## src/rtl/eq_cmp_pkg.sv

```systemverilog
// Shared types and helpers for the equality-comparator sweep driver.
package eq_cmp_pkg;

  // Sweep controller states
  typedef enum logic [1:0] {
    S_IDLE   = 2'd0,
    S_SETTLE = 2'd1,
    S_CHECK  = 2'd2,
    S_DONE   = 2'd3
  } state_t;

  // Counter width able to hold 0..2^(2*width) inclusive
  function automatic int cnt_width(input int width);
    return 2 * width + 1;
  endfunction

endpackage

```

## src/rtl/eq_cmp_scoreboard.sv

```systemverilog
// Pass/fail accumulator for the comparator sweep: counts matches and
// mismatches and remembers the first failing operand pair.
module eq_cmp_scoreboard
  import eq_cmp_pkg::*;
#(
  parameter int WIDTH = 2,
  parameter int CNTW  = cnt_width(WIDTH)
) (
  input  logic             clk,
  input  logic             rst_n,
  input  logic             clear,
  input  logic             sample,
  input  logic             exp,
  input  logic             aeqb,
  input  logic [WIDTH-1:0] x,
  input  logic [WIDTH-1:0] y,
  output logic [CNTW-1:0]  pass_cnt,
  output logic [CNTW-1:0]  fail_cnt,
  output logic             err,
  output logic [WIDTH-1:0] ff_x,
  output logic [WIDTH-1:0] ff_y
);

  // Accumulate results; an unknown aeqb falls into the mismatch branch
  always_ff @(posedge clk or negedge rst_n) begin
    if (!rst_n) begin
      pass_cnt <= '0;
      fail_cnt <= '0;
      err      <= 1'b0;
      ff_x     <= '0;
      ff_y     <= '0;
    end else if (clear) begin
      pass_cnt <= '0;
      fail_cnt <= '0;
      err      <= 1'b0;
      ff_x     <= '0;
      ff_y     <= '0;
    end else if (sample) begin
      if (aeqb == exp) begin
        pass_cnt <= pass_cnt + CNTW'(1);
      end else begin
        fail_cnt <= fail_cnt + CNTW'(1);
        if (!err) begin
          ff_x <= x;
          ff_y <= y;
          err  <= 1'b1;
        end
      end
    end
  end

endmodule

```

## src/rtl/eq_cmp_driver.sv

```systemverilog
// Exhaustive stimulus driver for a combinational equality comparator.
// Walks every (x, y) pair, waits SETTLE extra cycles, samples aeqb and
// scores it against x == y.
//
// Handshake: start is a single-cycle request honoured only in IDLE; busy
// stays high from the cycle after acceptance through the DONE cycle, and
// done pulses for exactly that DONE cycle. Results hold until next start.
module eq_cmp_driver
  import eq_cmp_pkg::*;
#(
  parameter int WIDTH  = 2,
  parameter int SETTLE = 1,
  parameter int CNTW   = cnt_width(WIDTH)
) (
  input  logic             clk,
  input  logic             rst_n,
  input  logic             start,
  input  logic             aeqb,
  output logic [WIDTH-1:0] x,
  output logic [WIDTH-1:0] y,
  output logic             busy,
  output logic             done,
  output logic [CNTW-1:0]  pass_cnt,
  output logic [CNTW-1:0]  fail_cnt,
  output logic             err,
  output logic [WIDTH-1:0] ff_x,
  output logic [WIDTH-1:0] ff_y
);

  localparam int IW  = 2 * WIDTH;
  // Wait counter must be at least one bit even when SETTLE is 0
  localparam int WCW = (SETTLE < 1) ? 1 : $clog2(SETTLE + 1);

  state_t          state;
  state_t          state_n;
  logic [IW-1:0]   idx;
  logic [IW-1:0]   idx_nxt;
  logic [WCW-1:0]  wc;
  logic            start_ok;
  logic            last_pair;
  logic            sample;
  logic            exp;

  assign start_ok  = (state == S_IDLE) && start;
  assign last_pair = (idx == {IW{1'b1}});
  assign idx_nxt   = idx + IW'(1);
  assign sample    = (state == S_CHECK);
  assign exp       = (x == y);

  // State register
  always_ff @(posedge clk or negedge rst_n) begin
    if (!rst_n) state <= S_IDLE;
    else        state <= state_n;
  end

  // Next-state logic
  always_comb begin
    state_n = state;
    case (state)
      S_IDLE:   if (start)      state_n = S_SETTLE;
      S_SETTLE: if (wc == '0)   state_n = S_CHECK;
      S_CHECK:  state_n = last_pair ? S_DONE : S_SETTLE;
      S_DONE:   state_n = S_IDLE;
      default:  state_n = S_IDLE;
    endcase
  end

  // Status outputs decoded from state
  always_comb begin
    busy = 1'b0;
    done = 1'b0;
    case (state)
      S_IDLE:   busy = 1'b0;
      S_SETTLE: busy = 1'b1;
      S_CHECK:  busy = 1'b1;
      S_DONE: begin
        busy = 1'b1;
        done = 1'b1;
      end
      default:  busy = 1'b0;
    endcase
  end

  // Pair index, operand registers and settle counter
  always_ff @(posedge clk or negedge rst_n) begin
    if (!rst_n) begin
      idx <= '0;
      x   <= '0;
      y   <= '0;
      wc  <= '0;
    end else begin
      case (state)
        S_IDLE: begin
          if (start_ok) begin
            idx <= '0;
            x   <= '0;
            y   <= '0;
            wc  <= WCW'(SETTLE);
          end
        end
        S_SETTLE: begin
          if (wc != '0) wc <= wc - WCW'(1);
        end
        S_CHECK: begin
          if (!last_pair) begin
            idx <= idx_nxt;
            x   <= idx_nxt[IW-1:WIDTH];
            y   <= idx_nxt[WIDTH-1:0];
            wc  <= WCW'(SETTLE);
          end
        end
        default: ;
      endcase
    end
  end

  eq_cmp_scoreboard #(
    .WIDTH (WIDTH),
    .CNTW  (CNTW)
  ) u_scoreboard (
    .clk      (clk),
    .rst_n    (rst_n),
    .clear    (start_ok),
    .sample   (sample),
    .exp      (exp),
    .aeqb     (aeqb),
    .x        (x),
    .y        (y),
    .pass_cnt (pass_cnt),
    .fail_cnt (fail_cnt),
    .err      (err),
    .ff_x     (ff_x),
    .ff_y     (ff_y)
  );

endmodule

```

## config.mk

```make
export PLATFORM = sky130hd
export DESIGN_NAME = eq_cmp_driver
export DESIGN_NICKNAME = d
export VERILOG_FILES = /design/src/rtl/eq_cmp_pkg.sv /design/src/rtl/eq_cmp_scoreboard.sv /design/src/rtl/eq_cmp_driver.sv
export SDC_FILE = /design/constraint.sdc
export NUM_CORES = 1
export LEC_CHECK = 0
export ABC_AREA = 1
export CORE_UTILIZATION = 35
export CTS_BUF_LIST = sky130_fd_sc_hd__clkbuf_2 sky130_fd_sc_hd__clkbuf_4 sky130_fd_sc_hd__clkbuf_8
export CTS_CLUSTER_DIAMETER = 120
export CTS_CLUSTER_SIZE = 20
export DETAILED_ROUTE_END_ITERATION = 10
export PLACE_DENSITY_LB_ADDON = 0.05
export SKIP_LAST_GASP = 1
export SLEW_MARGIN = 20
export SYNTH_ARGS = -nofsm -noshare
export SYNTH_HDL_FRONTEND = slang
export SYNTH_SLANG_ARGS = --single-unit
```

## constraint.sdc

```tcl
create_clock -name clk -period 1.3 [get_ports clk]
set_input_delay 0.13 -clock clk [delete_from_list [all_inputs] [get_ports clk]]
set_output_delay 0.13 -clock clk [all_outputs]
set_load 0.03 [all_outputs]
```

**Word level (Yosys, flattened, before mapping)**

Cells that the tools add are included.

- Flip-flop bits (word level): 26
- Input bits: 4
- Output and inout bits: 21
- Logic and storage cells: 74

- $add $sub $neg: 4
- Equal/unequal tests: 12
- Multiplexer cells: 35
- Reductions and logical operators: 13

Operators with widths:

| operator | number |
|---|---|
| 5-bit two-way mux | 6 |
| 2-bit two-way mux | 14 |
| 2-bit inequality test (second input constant) | 6 |
| 5-bit by 1-bit adder with 5-bit output (second input constant) | 2 |
| 3-bit AND reduction | 3 |
| 4-bit two-way mux | 2 |
| 2-bit case mux with 2 select lines | 2 |
| 2-bit case mux with 4 select lines | 1 |
| 4-bit case mux with 2 select lines | 1 |
| 1-bit two-way mux | 7 |
| 2-bit AND reduction | 3 |
| 2-bit nonzero test | 3 |
| 4-bit by 1-bit adder with 4-bit output (second input constant) | 1 |
| 2-bit == test (second input constant) | 2 |
| 4-bit == test (second input constant) | 1 |
| 1-bit case mux with 3 select lines | 1 |
| 3-bit nonzero test | 1 |
| 3-bit OR reduction | 1 |
| 2-bit by 1-bit == test with 1-bit output (second input constant) | 1 |
| 2-bit == test | 1 |
| 2-bit zero test | 1 |
| 1-bit case mux with 2 select lines | 1 |
| 1-bit == test | 1 |
| 1-bit logical AND | 1 |
| 1-bit subtractor (second input constant) | 1 |

**Logic depth before layout (Yosys ltp)**

Gate-level depths: netlist (run 1).

- Word-level depth: 5
- Gate-level depth with buffers: 9
- Gate-level depth less buffers: 9

**Modules after synthesis**

A second synthesis (run 1) with hierarchy kept.

- Cell total of the unflattened synthesis: 167
- Area total of the unflattened synthesis: 1262.5 um2

Modules (own cells, without submodules):

| module | instances | cells an instance | area each (um2) | sequential area each (um2) |
|---|---|---|---|---|
| eq_cmp_scoreboard | 1 | 110 | 853.3 | 375.4 |
| eq_cmp_driver | 1 | 57 | 409.1 | 175.2 |

**Worst setup path before layout (run 1)**

Ideal clock, no wire load.

- Path kind: reg-to-reg
- Start: register, netlist name y[0]
- End: register idx[3]
- Library setup time: 0.123 ns
- Arrival time: 1.374 ns
- Data required time: 1.177 ns
- Setup slack: -0.197 ns
- Stages on the path, launching flop included: 8
- Path buffers: 0
- Period minus slack after synthesis: 1.497 ns
- Cell sequence: dfrtp_1 > ha_1 > nand3_1 > nand2_1 > inv_2 > nand4_1 > o21ai_1 > a21oi_1

RTL lines:

| what | RTL line | RTL |
|---|---|---|
| to (signal assigned) | eq_cmp_driver.sv:106 | `idx <= idx_nxt;` |
| to (decl) | eq_cmp_driver.sv:36 | `logic [IW-1:0] idx;` |

**Final worst setup path (run 1)**

- Start: register idx[1]
- End: register idx[3]

- Cells in the longest elaborated chain, start to end: 3
- Elaborated cells on any way between the ends: 6
- Those cells by class: add/sub (1); eq/ne (2); mux (2); reduce/logical (1)

Ends and longest elaborated chain:

| what | RTL line |
|---|---|
| 4-bit by 1-bit adder with 4-bit output or 4-bit == test (tied branches) | eq_cmp_driver.sv:46, eq_cmp_driver.sv:45 |
| 4-bit two-way mux or 2-bit inequality test (tied branches) | n/a |
| 4-bit case mux with 2 select lines or 3-bit AND reduction (tied branches) | n/a |

Parallel ways exist; a longest one is shown, timed or not. The select of a mux whose other input is x is not followed.
A chain may end at the register's enable or synchronous reset.

==> results summary, run 1 <==
The flow ran to the end, but the final reports show violations. The final reports fail on setup timing. The combined flip-flop and latch cell area is 556.8 µm². The area occupied by multi-input gates came out at 660.6 µm². Setup repair after global routing could not meet its margin everywhere. The number of vias in the routed layout is 1064. The sum of overflow across all layers after global routing is 0. The count of synthesis-stage warnings from yosys is 0. After synthesis, the netlist uses 19 different library cells. The synthesized netlist occupies a cell area of 1154 µm².

The signal on the critical path passes through buf_6, ha_4, nand3_4, nand2_4, inv_2, nand4_1, o21ai_1, a21oi_1. The design draws 3.569 mW. The average wire length per cell after detail routing came out at 12.51 µm. The synthesis-stage register bit count is 22. Clock-pin slew was measured on the worst setup and hold paths at 0.13 ns. The share of total power dissipated in the clock network is 15.1%.

Combinational cells account for 54.2% of the total power. The headroom to the max-slew limit is 79.80%. The maximum buffer depth of the clock tree came out at 2.

The worst clock skew on the final layout is 0.002635 ns. The share of synthesized area occupied by flip-flops and latches came out at 47.72%. The share of layout cells above drive strength 1 is 36.67%. The worst path arrival time came out at 1.56 ns. The fraction of synthesized cell area taken by the top area cell type is 47.72%. The delay of the slowest cell on the worst path is 0.49 ns. By area the synthesized netlist is led by dfrtp_1 (48%), nand3_1 (13%), nand2_1 (11%). From synthesis to final layout, the design area changed by 48.70%.

The number of fillers in the final layout came out at 306. The height of the die came out at 59.41 µm. The die footprint is 3530 µm². The met3 wire length is 113 µm. The number of antenna violations at the first check in global routing is 0. The static leakage power is 0.9151 nW. The startpoint identified for the worst register-to-register timing path is idx[1]. The maximum number of pins on one net before global-route repair came out at 23. The final count of negative-setup-slack endpoints came out at 5. The via count of the first global-routing pass is 969. The area inside the core boundary came out at 3078 µm². The insertion delay of the later-clocked pin in the worst-skew pair is 0.32 ns.

The sequential cell fraction of total power came out at 30.7%. The number of placed I/O pins came out at 25. After layout, the worst path uses 103.2% of the clock period. The count of routing violations after the opening detailed-route iteration came out at 58. The worst setup path is captured at a flop. The time the worst path needs with I/O delays and setup is 1.342 ns. TritonCTS built the clock tree. CTS built an H-tree with a depth of 1.

The reported net switching power is 1.645 mW. The wire length on met2 came out at 1341 µm. The transition time at the pin with the least slew margin came out at 0.3042 ns.

The number of max-cap violations is 0. Port buffering added 24 buffers. The worst min-delay path class is primary input to asynchronous set/reset pin. For this run, design rule violations remaining after detail routing come to 0.

The wire length of the first global-routing pass came out at 4257 µm. The library cell used most frequently in the layout, excluding fill and tap cells, is nand2_1. The class of the most critical setup path is flop to flop. At the worst endpoint, the required time is 1.52 ns. The TritonCTS buffer count came out at 3.

The worst setup path is launched from a flop. Using the TritonRoute via totals, the vias-per-cell ratio works out to 4.750. Clock tree synthesis selected as its root buffer the cell clkbuf_4.

The placer congestion estimate is 0.8358. Synthesis produced a netlist whose cell count is 133. The number of nets in the final layout came out at 188. The switching portion of total power came out at 46.09%. The detailed-routing iteration count for the pre-antenna-repair pass came out at 4. The final-report hold violation count is 0. The floorplan die width is 59.41 µm. The aggregate negative setup slack came out at -0.1580 ns. Tracing the worst setup path back leads to its startpoint at idx[1]. The HPWL after detailed placement is 1887 µm. The mean post-synth cell area is 8.674 µm². The total track usage came out at 16.34%. The initial utilization of the core area, before any placement, comes to 37.48%. Across all setup checks in the final design, the least slack found is -0.04214 ns. The count of nets left with antenna violations after detail routing is 0. The routed wire length came out at 2802 µm. The number of rows created at floorplan is 20. In the layout the commonest cells are nand2_1 (28), nand3_1 (23), buf_4 (22), dfrtp_1 (17), dlygate4sd2_1 (9). The peak fanout along the critical path came out at 4. The largest total area in the synthesized netlist belongs to dfrtp_1. The synthesized netlist net count is 140. After detailed routing, the wire length on met1 is 1316 µm. Dividing total power by cell area gives a power density of 2081 nW/µm². The count of antenna diodes in the layout is 0. The number of pins with negative max-slew slack in the final report came out at 0.

The maximum resistive drop on vdd came out at 1.064 mV. The highest clock frequency the design can meet is 745.1 MHz. For this design, the slowest cell found on the critical path is dfrtp_2. Cell internal power was estimated by the tool at 1.924 mW. The highest metal layer carrying signal wires in the routed design is met4.

The CTS sink count is 22. Buffers inserted to repair hold after CTS numbered 0.
-- critical path: cells and delay by family (launching register included) --
| kind | cells | cell delay, ns |
|---|---|---|
| buffers and inverters | 2 | 0.19 |
| and+or+nand+nor | 3 | 0.21 |
| AOI/OAI and AO/OA | 2 | 0.19 |
| DFF | 1 | 0.49 |
| adders and majority gates | 1 | 0.16 |
-- per-layer routing --
| metal | track usage, % | vias up |
|---|---|---|
| met5 | 0 | - |
| met4 | 6.122 | 0 |
| met3 | 1.965 | 4 |
| met2 | 26.48 | 28 |
| met1 | 22.22 | 498 |
| li1 | - | 534 |
-- sequential cells by signal, indices dropped and copies added, names as in the netlist --
| register | count |
|---|---|
| y | 1 |
| u_scoreboard.ff_y | 2 |
| u_scoreboard.ff_x | 2 |
| idx | 2 |
| u_scoreboard.pass_cnt | 5 |
| state | 2 |
| x | 1 |
| u_scoreboard.err | 1 |
| wc | 1 |
| u_scoreboard.fail_cnt | 5 |
-- kinds of logic (layout without fill, tap and decap cells) --
logic type      count (synthesis)  count (layout)  share of synthesized area [%]
flops                          22              22                          47.72
fa+ha+maj                       3               3                          3.254
buf+inv                        14              60                          4.772
compound gates                  8               8                          3.796
simple gates                   78              79                          34.38
xor+xnor                        8               8                          6.073
-- stage by stage --
| step | utilization [%] | std cells | hold slack, ns | setup WS (ns) | instance area (µm²) |
|---|---|---|---|---|---|
| finish | 55.73 | 224 | 0.1431 | -0.04214 | 1715 |
| global route | 55.73 | 224 | 0.1685 | -0.1542 | 1715 |
| CTS | 52.64 | 219 | 0.1459 | -0.03782 | 1620 |
| detailed placement | 50.81 | 213 | 0.4909 | -0.002939 | 1564 |
| global placement | 50.81 | 213 | 0.4855 | 0.01721 | 1564 |
| floorplan | - | 133 | -0.1656 | -0.03256 | 1181 |
-- cell type report --
| type | instances | share of cell area (%) |
|---|---|---|
| multi-input combinational | 98 | 38.51 |
| sequential | 22 | 32.46 |
| timing repair buffer | 44 | 20.13 |
| tap | 44 | 3.209 |
| inverter | 12 | 2.626 |
| clock inverter | 1 | 1.751 |
| clock buffer | 3 | 1.313 |
-- Yosys cell counts, drive strengths merged --
cell,number
nor2,5
buf,2
nand3,29
o22ai,3
o21ai,2
inv,12
dfrtp,22
nand2,39
a21oi,3
nand3b,3
nand4,2
ha,3
xnor2,4
xor2,4
-- power by group through the flow --
stage	combinational, mW	clock, mW	sequential [mW]
final	1.93	0.539	1.10
after CTS	1.75	0.550	1.08
after global routing	2.10	0.574	1.13
after floorplan	0.821	0	1.40
after global placement	1.77	0	1.10
after detailed placement	1.79	0	1.10
-- timing repair --
item / CTS / global route
cloned: 0 / 1
setup endpoints to repair: 27 / 26
buffers inserted: 2 / 4
gates resized for setup: 21 / 31
pin swaps: 1 / 20
-- path summary, 6_finish.rpt --
check,cells after the start,endpoint,slack (ns)
max reg2reg,8,idx[3],-0.04
max,8,idx[3],-0.04
max in group asynchronous,2,idx[1],0.92
min reg2reg,1,state[1],0.51
min in group clk,3,state[0],0.50
min,2,state[0],0.14
(Power assumes the default switching activity.)
==> inputs of run 2 (changes only) <==
--- a/config.mk
+++ b/config.mk
@@ -11,7 +11,7 @@
 export CTS_CLUSTER_DIAMETER = 120
 export CTS_CLUSTER_SIZE = 20
 export DETAILED_ROUTE_END_ITERATION = 10
-export PLACE_DENSITY_LB_ADDON = 0.05
+export PLACE_DENSITY_LB_ADDON = 0.2
 export SKIP_LAST_GASP = 1
 export SLEW_MARGIN = 20
 export SYNTH_ARGS = -nofsm -noshare
==> results summary, run 2 (synthesis gave the netlist of run 1 again) <==
The time the worst path needs with I/O delays and setup was 1.330 ns (-0.01263 ns). The post-route clock period utilization is 102.3% (-0.97 points). The sum of overflow across all layers after global routing is 0 (unchanged). The area inside the core boundary is 3078 µm² (unchanged). The worst clock skew on the final layout was 0.002254 ns (-0.0003810 ns).

The min-delay analysis places its worst path in the category primary input to asynchronous set/reset pin. The number of buffers inserted for hold repair after clock tree synthesis is 0 (unchanged). The cell at the slowest stage of the critical path is dfrtp_2.

The maximum number of pins on one net before global-route repair came out at 23 (unchanged). The post-layout instance count excluding filler cells came out at 219 (-2.2%). The area growth from synthesis to final layout is 41.11%. The number of rows created at floorplan is 20 (unchanged). The floorplan die width came out at 59.41 µm (unchanged). The count of buffering cells on the critical path with inverters included came out at 0 (-2). The worst setup path is captured at a flop.

The required time at the worst-slack endpoint came out at 1.56 ns (+0.04 ns). The count of routing violations after the opening detailed-route iteration was 22 (-62%). The worst register-to-register path ends at u_scoreboard.ff_x[1]. The count of nets left with antenna violations after detail routing is 0 (unchanged). The number of max-cap violations came out at 0 (unchanged).

The insertion delay of the later-clocked pin in the worst-skew pair came to 0.31 ns (about the same). The portion of total power attributed to the clock network came out at 11.5% (-3.6 points). The TritonCTS buffer count came to 3 (unchanged). The class of the most critical setup path is flop to flop. The height of the die is 59.41 µm (unchanged). The tree is rooted in a clkbuf_4. The share of layout cells above drive strength 1 is 31.43% (-5.2 points). The count of unresolved DRC violations after routing came out at 0 (unchanged). TritonCTS built the clock tree.

Setup repair after global routing could not meet its margin everywhere. The number of antenna violations at the first check in global routing came out at 0 (unchanged). The highest clock frequency the design can meet came out at 752.2 MHz (+0.95%). The detailed-routing iteration count for the pre-antenna-repair pass came out at 4 (unchanged).

The peak fanout along the critical path is 5 (+1). The switching portion of total power is 47.17% (+1.1 points). The clock-pin slew on the worst setup and hold paths is 0.12 ns (about the same).

The delay of the slowest cell on the worst path is 0.45 ns (-0.04 ns). The number of pins with negative max-slew slack in the final report was 0 (unchanged). The worst setup margin came to -0.02951 ns (+0.01263 ns). The initial core utilization was 37.48% (unchanged).

The average wire length per cell after detail routing is 11.78 µm (-5.8%). The number of placed I/O pins came to 25 (unchanged). The flow ran to the end, but the final reports show violations.

The worst path arrival time came to 1.59 ns (+0.03 ns). The transition time at the pin with the least slew margin is 0.3170 ns (+0.01277 ns). Leaving out fill and tap cells, the most frequent cells in the layout are nand2_1 (28), nand3_1 (25), buf_4 (18), dfrtp_1 (17), dlygate4sd2_1 (14). The tightest hold margin is 0.1613 ns (+0.01818 ns).

The cell count after placement is 211 (-0.94%). The routed wire length is 2580 µm (-7.9%). The wire length of the first global-routing pass is 4064 µm (-4.5%). The proportion of power drawn by combinational gates was 55.4% (+1.2 points). The worst setup path is launched from a flop. The CTS sink count is 22 (unchanged). The total cell area at the placement stage came to 1549 µm² (-0.96%). The post-route standard cell area excluding fillers came to 1628 µm² (-5.1%). The via count of the first global-routing pass is 952 (-1.8%).

The dominant delay contributor by cell family on the critical path is simple AND/OR/NAND/NOR gates. The critical path goes through xnor2_2, nand2_2, nand2_2, nand2_4, nor2_8, nand3_2, nand2_1. The checks that failed: setup timing.

The total power was 3.270 mW (-8.4%). The cell-internal power was 1.728 mW (-10%). The largest registers in the layout are u_scoreboard.fail_cnt (5), u_scoreboard.pass_cnt (5). The final count of negative-setup-slack endpoints is 10 (+5).

In this run the critical register-to-register path is launched from idx[3]. The headroom to the max-slew limit was 78.95% (-0.85 points). The placer congestion estimate came out at 0.7684 (-8.1%). The count of antenna diodes in the layout came to 0 (unchanged).

The detail-routed via count per cell came out at 4.772 (+0.46%). The final-report hold violation count came out at 0 (unchanged). The most frequent cell on the critical path is nand2_2. The reported net switching power was 1.543 mW (-6.2%). The number of vias in the routed layout came out at 1045 (-1.8%). The level count of the clock H-tree came out at 1 (unchanged). The sequential cell fraction of total power came out at 33.1% (+2.4 points).

The quantity of I/O buffers inserted on ports came out at 24 (unchanged). The most common library cell in the layout ignoring fill and taps is nand2_1. The maximum resistive drop on vdd is 0.9127 mV (-14%).

The ratio of total power to cell area was 2009 nW/µm² (-3.4%). The maximum buffer depth of the clock tree came out at 2 (unchanged). The static leakage power is 0.8737 nW (-4.5%). The count of cells along the worst register-to-register path is 7 (-1). The register-to-register setup slack is -0.03 ns (about the same). The number of nets in the final layout came out at 183 (-2.7%).

The die footprint is 3530 µm² (unchanged). The total track usage came out at 15.59% (-0.74 points). The half-perimeter wire length of the detailed placement result came out at 1867 µm (-1.0%). The number of fillers in the final layout is 305 (-0.33%).
## run 2: changes by cell type in the layout (fill, tap and decap cells not counted), sizes merged
cell         delta
dlygate4sd2     +5
clkbuf          -4
buf             -5
bufinv          -1
## run 2: per-layer routing
metal	up-vias	GRT usage, %	share of wire, %
met5	-	0	0
met2	19	26.32	49
met1	493	19.36	46
li1	528	-	-
met4	0	7.483	1.6
met3	5	2.402	3.3
## run 2: worst max-delay path by stage
stage,from,endpoint,cells past startpoint
6_report,idx[3],u_scoreboard.ff_x[1],7
5_1_grt,idx[1],u_scoreboard.ff_x[1],7
4_1_cts,idx[1],idx[3],7
3_5_place_dp,idx[1],idx[3],7
3_3_place_gp,idx[1],idx[3],7
2_1_floorplan,y[0],idx[3],7
## run 2: layout make-up
cell class / count / area [µm²] / area share [%]
clock buffers: 4 / 36.28 / 2.229
inverters: 12 / 45.04 / 2.767
multi-input cells: 98 / 611.8 / 37.59
flip-flops and latches: 22 / 556.8 / 34.20
well taps: 44 / 55.05 / 3.382
repair buffers: 39 / 322.8 / 19.83
## run 2: what timing repair did
action / in CTS / in global routing
setup buffers: 2 / 1
resized for setup: 19 / 15
pin swaps: 0 / 11
hold endpoints to repair: 0 / 0
setup endpoints to repair: 24 / 25
cloned: 0 / 1
## run 2: power groups by stage
stage	registers [mW]	logic (mW)	clock network, mW
global placement	1.10	1.75	0
CTS	1.08	1.71	0.392
global route	1.11	1.98	0.410
finish	1.08	1.81	0.378
floorplan	1.40	0.821	0
detailed placement	1.10	1.78	0
## run 2: per-stage QoR
stage	setup TNS, ns	utilization (%)	worst slack (ns)
2_1_floorplan	-0.03256	-	-0.03256
3_3_place_gp	-0.006257	50.33	-0.006257
3_5_place_dp	-0.04823	50.33	-0.02962
4_1_cts	-0.05820	51.30	-0.02668
5_1_grt	-1.090	52.89	-0.09544
6_report	-0.1155	52.89	-0.02951
==> inputs of run 3 (changes only) <==
--- a/config.mk
+++ b/config.mk
@@ -9,7 +9,7 @@
 export CORE_UTILIZATION = 35
 export CTS_BUF_LIST = sky130_fd_sc_hd__clkbuf_2 sky130_fd_sc_hd__clkbuf_4 sky130_fd_sc_hd__clkbuf_8
 export CTS_CLUSTER_DIAMETER = 120
-export CTS_CLUSTER_SIZE = 20
+export CTS_CLUSTER_SIZE = 40
 export DETAILED_ROUTE_END_ITERATION = 10
 export PLACE_DENSITY_LB_ADDON = 0.2
 export SKIP_LAST_GASP = 1
==> results of run 3 <==
The final DEF is identical to that of run 2; final timing and power are the same.
